### src/rtl/cpu_pkg.sv
// Shared CPU definitions: reset PC, nop encoding, next-PC select codes and
// the fetch FSM state type.
package cpu_pkg;

  localparam logic [31:0] PC_RESET = 32'h0000_3000;
  localparam logic [31:0] NOP      = 32'h0000_0000;

  localparam logic [1:0] PCSRC_PC4   = 2'd0;
  localparam logic [1:0] PCSRC_NPCB  = 2'd1;
  localparam logic [1:0] PCSRC_NPCJ  = 2'd2;
  localparam logic [1:0] PCSRC_NPCJR = 2'd3;

  typedef enum logic {
    NORMAL = 1'b0,
    PEND   = 1'b1
  } fetch_state_t;

  function automatic logic [31:0] align_word(input logic [31:0] addr);
    return {addr[31:2], 2'b00};
  endfunction

endpackage

### src/rtl/npc_sel.sv
// Redirect target mux: picks the branch, jump or register-jump target
// selected by the decode stage.
module npc_sel
  import cpu_pkg::*;
(
  input  logic [1:0]  pcsrc_D,
  input  logic [31:0] npcb,
  input  logic [31:0] npcj,
  input  logic [31:0] npcjr,
  output logic [31:0] target
);

  // PCSRC_PC4 never redirects, so its target value is irrelevant
  always_comb begin
    target = '0;
    case (pcsrc_D)
      PCSRC_NPCB:  target = npcb;
      PCSRC_NPCJ:  target = npcj;
      PCSRC_NPCJR: target = npcjr;
      default:     target = '0;
    endcase
  end

endmodule

### src/rtl/if_stage.sv
// Instruction fetch stage with IF/ID register, branch-delay-slot semantics and
// a pending-redirect state for redirects that arrive while memory is not ready.
module if_stage
  import cpu_pkg::*;
(
  input  logic        clk,
  input  logic        reset,
  input  logic        stall_D,
  input  logic [1:0]  pcsrc_D,
  input  logic [31:0] npcb,
  input  logic [31:0] npcj,
  input  logic [31:0] npcjr,
  input  logic [31:0] im_rdata,
  input  logic        im_ready,
  output logic [31:0] im_addr,
  output logic        im_req,
  output logic [31:0] instr_D,
  output logic [31:0] pc4_D,
  output logic        valid_D
);

  fetch_state_t state, state_next;
  logic [31:0]  pc, pc_next, pc4_F, pend_target, target;
  logic         fire_F, redirect_D;

  npc_sel u_npc_sel (
    .pcsrc_D (pcsrc_D),
    .npcb    (npcb),
    .npcj    (npcj),
    .npcjr   (npcjr),
    .target  (target)
  );

  assign fire_F     = im_ready && !stall_D;
  assign redirect_D = valid_D && !stall_D && (pcsrc_D != PCSRC_PC4);
  assign pc4_F      = pc + 32'd4;
  assign im_addr    = pc;

  always_ff @(posedge clk or negedge reset) begin
    if (!reset) state <= NORMAL;
    else        state <= state_next;
  end

  // A redirect that misses the fetch leaves the delay slot still to be
  // fetched, so the target is parked until that fetch fires.
  always_comb begin
    state_next = state;
    pc_next    = pc4_F;
    case (state)
      NORMAL: if (redirect_D && !fire_F) state_next = PEND;
      PEND:   if (fire_F) state_next = NORMAL;
      default: state_next = NORMAL;
    endcase
    if (redirect_D)        pc_next = target;
    else if (state == PEND) pc_next = pend_target;
  end

  always_ff @(posedge clk or negedge reset) begin
    if (!reset) begin
      pc          <= PC_RESET;
      pend_target <= '0;
      instr_D     <= NOP;
      pc4_D       <= '0;
      valid_D     <= 1'b0;
      im_req      <= 1'b0;
    end else begin
      im_req <= 1'b1;
      if (fire_F) pc <= align_word(pc_next);
      if (state == NORMAL && redirect_D && !fire_F) pend_target <= align_word(target);
      if (!stall_D) begin
        instr_D <= im_ready ? im_rdata : NOP;
        pc4_D   <= pc4_F;
        valid_D <= im_ready;
      end
    end
  end

  // While pending, decode always holds the bubble left behind by the redirect
  a_no_redirect_in_pend: assert property (
    @(posedge clk) disable iff (!reset) !(state == PEND && redirect_D)
  );

endmodule

### config.mk
export PLATFORM = sky130hd
export DESIGN_NAME = if_stage
export DESIGN_NICKNAME = d
export VERILOG_FILES = /design/src/rtl/cpu_pkg.sv /design/src/rtl/npc_sel.sv /design/src/rtl/if_stage.sv
export SDC_FILE = /design/constraint.sdc
export NUM_CORES = 1
export LEC_CHECK = 0
export CORE_MARGIN = 2
export CORE_UTILIZATION = 42
export CTS_BUF_LIST = sky130_fd_sc_hd__clkbuf_8
export CTS_CLUSTER_DIAMETER = 200
export DETAILED_ROUTE_END_ITERATION = 7
export GPL_TIMING_DRIVEN = 0
export PLACE_DENSITY = 0.91
export SLEW_MARGIN = 25
export SYNTH_ARGS = -nofsm -noshare
export SYNTH_HDL_FRONTEND = slang
export SYNTH_SLANG_ARGS = --single-unit
### constraint.sdc
create_clock -name clk -period 1.8 [get_ports clk]
set_input_delay 0.54 -clock clk [delete_from_list [all_inputs] [get_ports clk]]
set_output_delay 0.54 -clock clk [all_outputs]
set_load 0.02 [all_outputs]
==> summary.md <==
| Metric | Value |
|---|---|
| P&R area growth vs syn | `51.8%` |
| Cell Int Power | `between 0.006 and 0.007 W` |
| Commonest non-fill, non-tap cell in the layout | `clkdlybuf4s50_1` |
| Multi-input combinational cell area | `around 3200 um2` |
| TritonRoute pass-1 iters | `6` |
| Post-synth EDFFs | `0` |
| Setup CP Type | `reg2reg` |
| Yosys reg bits | `~130` |
| DP Cell Count | `1048` |
| Fin crit share | `114%` |
| Number of routed nets with antenna violations | `0` |
| Fin area | `9680 um2` |
| Vias in the first global route | `about 6200` |
| GR Overflow Total | `0` |
| Wire per inst | `slightly above 20 um` |
| Worst VDD drop | `slightly above 0.6 mV` |
| Pleak | `roughly 4.3 nW` |
| Worst-case clock buffer depth | `2` |
| Comb power frac | `approximately 37%` |
| DP Area | `8890 um2` |
| H-tree lvl count | `4` |
| Worst skew pair latency | `~0.45 ns` |
| Fmax | `486 MHz` |
| CTS Root Cell | `clkbuf_8` |
| Net Switching | `0.00399 W` |
| Ys Warns | `0` |
| Crit end category | `flip-flop` |
| Maximum number of pins on one net before global-route repair | `90` |
| Global-route wire length before repair | `32500 um` |
| Reg2Reg Setup Slack | `-0.26 ns` |
| Setup-failing EPs final | `26` |
| DRC violations left | `0` |
| Hold WC Path Type | `reg2reg` |
| Worst Hold End | `pc4_D[11]` |
| Synth area leader | `dfrtp_1` |
| Io pins | `roughly 230` |
| Hold_sp | `pc4_D[11]` |
| Hold depth | `2` |
| Tot GR Track Use | `25.7%` |
| Vias | `~6500` |
| WP data required | `~2.2 ns` |
| Pwr dens | `~1100 nW/um2` |
| Status | `finished with violations` |
| Worst R2R Path Depth | `7` |
| Prevailing post-synth register cell | `dfrtp_1` |
| Final Hold Fails | `0` |
| CTS tree | `done` |
| Fin crit period | `roughly 2.1 ns` |
| Post-Syn Area | `roughly 6400 um2` |
| Failing checks | `setup timing` |
| Layout cells sized above 1 | `a little over a fifth` |
| Setup ws final | `-0.259 ns` |
| Reg power frac | `between 40% and 50%` |
| Worst-margin pin slew | `~0.66 ns` |
| Worst r2r dst | `im_addr[30]` |
| Count of cell types in the netlist | `57` |
| WL final | `22500 um` |
| FP Rows | `45` |
| First DRT Iteration DRCs | `~740` |
| Initial antenna violation count | `0` |
| Clock slew at reported path FFs | `0.07 ns` |
| Synth area leaders | `dfrtp_1 48%, mux2_2 5.8%, a22o_1 4.9%, a21oi_1 3.7%, o21ai_0 3.6%` |
| Switching fraction of total power | `38.3%` |
| CTS buffer count | `17` |
| Post-Synthesis Cells | `about 640` |
| Max-Cap Viols | `0` |
| FFs w/ async S/R, synth | `100%` |
| Clock power frac | `22.2%` |
| Final total negative setup slack | `-2.65 ns` |
| Core area | `between 15000 and 20000 um2` |
| Antenna Cells | `0` |
| Register area share after synthesis | `between 40% and 50%` |
| Final #Nets | `1035` |
| GPL Wtd Cong | `between 0.9 and 1` |
| Max_slew headroom | `a little under three fifths` |
| CTS sink count | `around 130` |
| Slew Viols, Final | `0` |
| Total power | `approximately 0.010 W` |
| Worst path arrival time | `about 2.4 ns` |
| Worst Setup Start Kind | `flip-flop` |
| Most frequent cells in the layout | `123 x clkdlybuf4s50_1, 109 x dfrtp_1, 72 x dlygate4sd2_1` |
| Finished Layout Cells | `between 1000 and 1500` |
| Share of Yosys cell area claimed by the top area cell type | `between 40% and 50%` |
| Die area | `about 16000 um2` |
| Crit path max fanout | `7` |
| Die Span Y | `127 um` |
| Clk_skew | `0.0186 ns` |
| Mapped Avg Cell Area | `about 10 um2` |
| Worst R2R Start | `im_addr[18]` |
| Die W | `between 100 and 150 um` |
| Starting Density | `42.4%` |
| RSZ-0062 raised after global routing | `yes` |
| Sequential cell area | `between 3000 and 4000 um2` |
| Buffers on Ports | `219` |
| Fill cells | `roughly 1200` |
| Routed vias/inst | `5.94` |
| HPWL Detailed | `15500 um` |
-- stage by stage --
stage	util (%)	hold WS (ns)	setup WS, ns
after global placement	59.0	0.456	-5.16
after global routing	64.4	0.505	-0.314
after detailed placement	59.2	0.434	-0.867
after floorplan	-	0.244	-0.0170
after CTS	62.7	0.481	-0.0584
final	64.4	0.482	-0.259
-- synthesized netlist by cell type, drive strengths merged, types with 2 or more instances --
master	n
xor2	17
a31oi	3
o221ai	2
and4	2
nor4	5
dfstp	2
o211ai	2
dfrtp	123
xnor2	10
mux2i	17
and3	4
o22ai	8
nor2b	2
a21oi	47
o311ai	2
nand3	25
nand2b	2
nor3	7
o21ai	53
conb	2
o21a	4
a211oi	3
o31a	7
nand4	9
a22o	36
buf	25
inv	13
a22oi	18
o31ai	3
and2	2
nand2	55
a2bb2oi	12
clkbuf	28
mux2	33
nor2	41
a21o	3
a221o	2
-- worst max-delay path: stages (launching register included) --
cell and delay [ns]:
dfrtp_1 0.38, clkbuf_2 0.23, nand3_1 0.23, nor3_4 0.28, buf_4 0.20, nand4_1 0.18
o31a_1 0.31, o22ai_1 0.17
-- worst max path at each step --
stage	from	to	slack, ns	cells after the start
final	im_addr[18]	im_addr[30]	-0.26	7
after global placement	reset	im_addr[8]	-5.16	1
after detailed placement	im_ready	im_addr[6]	-0.87	6
after global routing	im_addr[18]	im_addr[30]	-0.31	7
after floorplan	pcsrc_D[0]	im_addr[27]	-0.02	7
after CTS	im_addr[12]	im_addr[28]	-0.06	6
-- per-layer routing --
metal | vias up | track usage (%) | routed length, um
met1 | 3098 | 31.7 | 8420
met2 | 480 | 43.9 | 10800
met4 | 2 | 9.50 | 929
li1 | 2852 | - | -
met3 | 102 | 6.57 | 2350
met5 | - | 0 | 26
-- layout make-up --
class                   instances  area share, %
plain buffers                  52           3.28
repair buffers                242           24.1
well taps                     188           2.43
flip-flops and latches        125           32.5
clock buffers                  21           2.99
clock inverters                10          0.776
multi-input cells             449           33.4
inverters                      13          0.530
-- repair_timing --
item | 4_1_cts | 5_1_grt
gates cloned | 1 | 0
endpoints found under the hold margin | 36 | 0
setup buffers | 12 | 8
pin swaps | 11 | 15
resized for setup | 160 | 86
setup endpoints to repair | 204 | 113
hold buffers | 1 | 0
-- cell families (layout without fill, tap and decap cells) --
group / after synthesis / in the layout / synth area share (%)
other cells: 2 / 5 / 0.118
buf+inv: 66 / 338 / 4.46
simple gates: 156 / 156 / 11.9
mux: 50 / 50 / 8.50
compound gates: 210 / 210 / 22.0
flops: 125 / 125 / 49.1
xor+xnor: 27 / 27 / 3.71
fa+ha+maj: 1 / 1 / 0.196
-- state kept, by name, summed over array words and instances (netlist names) --
register / count
instr_D: 32
im_addr: 30
pc4_D: 30
pend_target: 30
im_req: 1
state: 1
valid_D: 1
-- power by group through the flow --
stage / Sequential (W) / Combinational (W) / Clock [W]
6_report: 0.00423 / 0.00386 / 0.00231
3_5_place_dp: 0.00422 / 0.00379 / 0
3_3_place_gp: 0.00417 / 0.00370 / 0
5_1_grt: 0.00430 / 0.00410 / 0.00244
4_1_cts: 0.00416 / 0.00360 / 0.00230
2_1_floorplan: 0.00468 / 0.00139 / 0
Note: power is estimated with default switching activity, not from simulation.
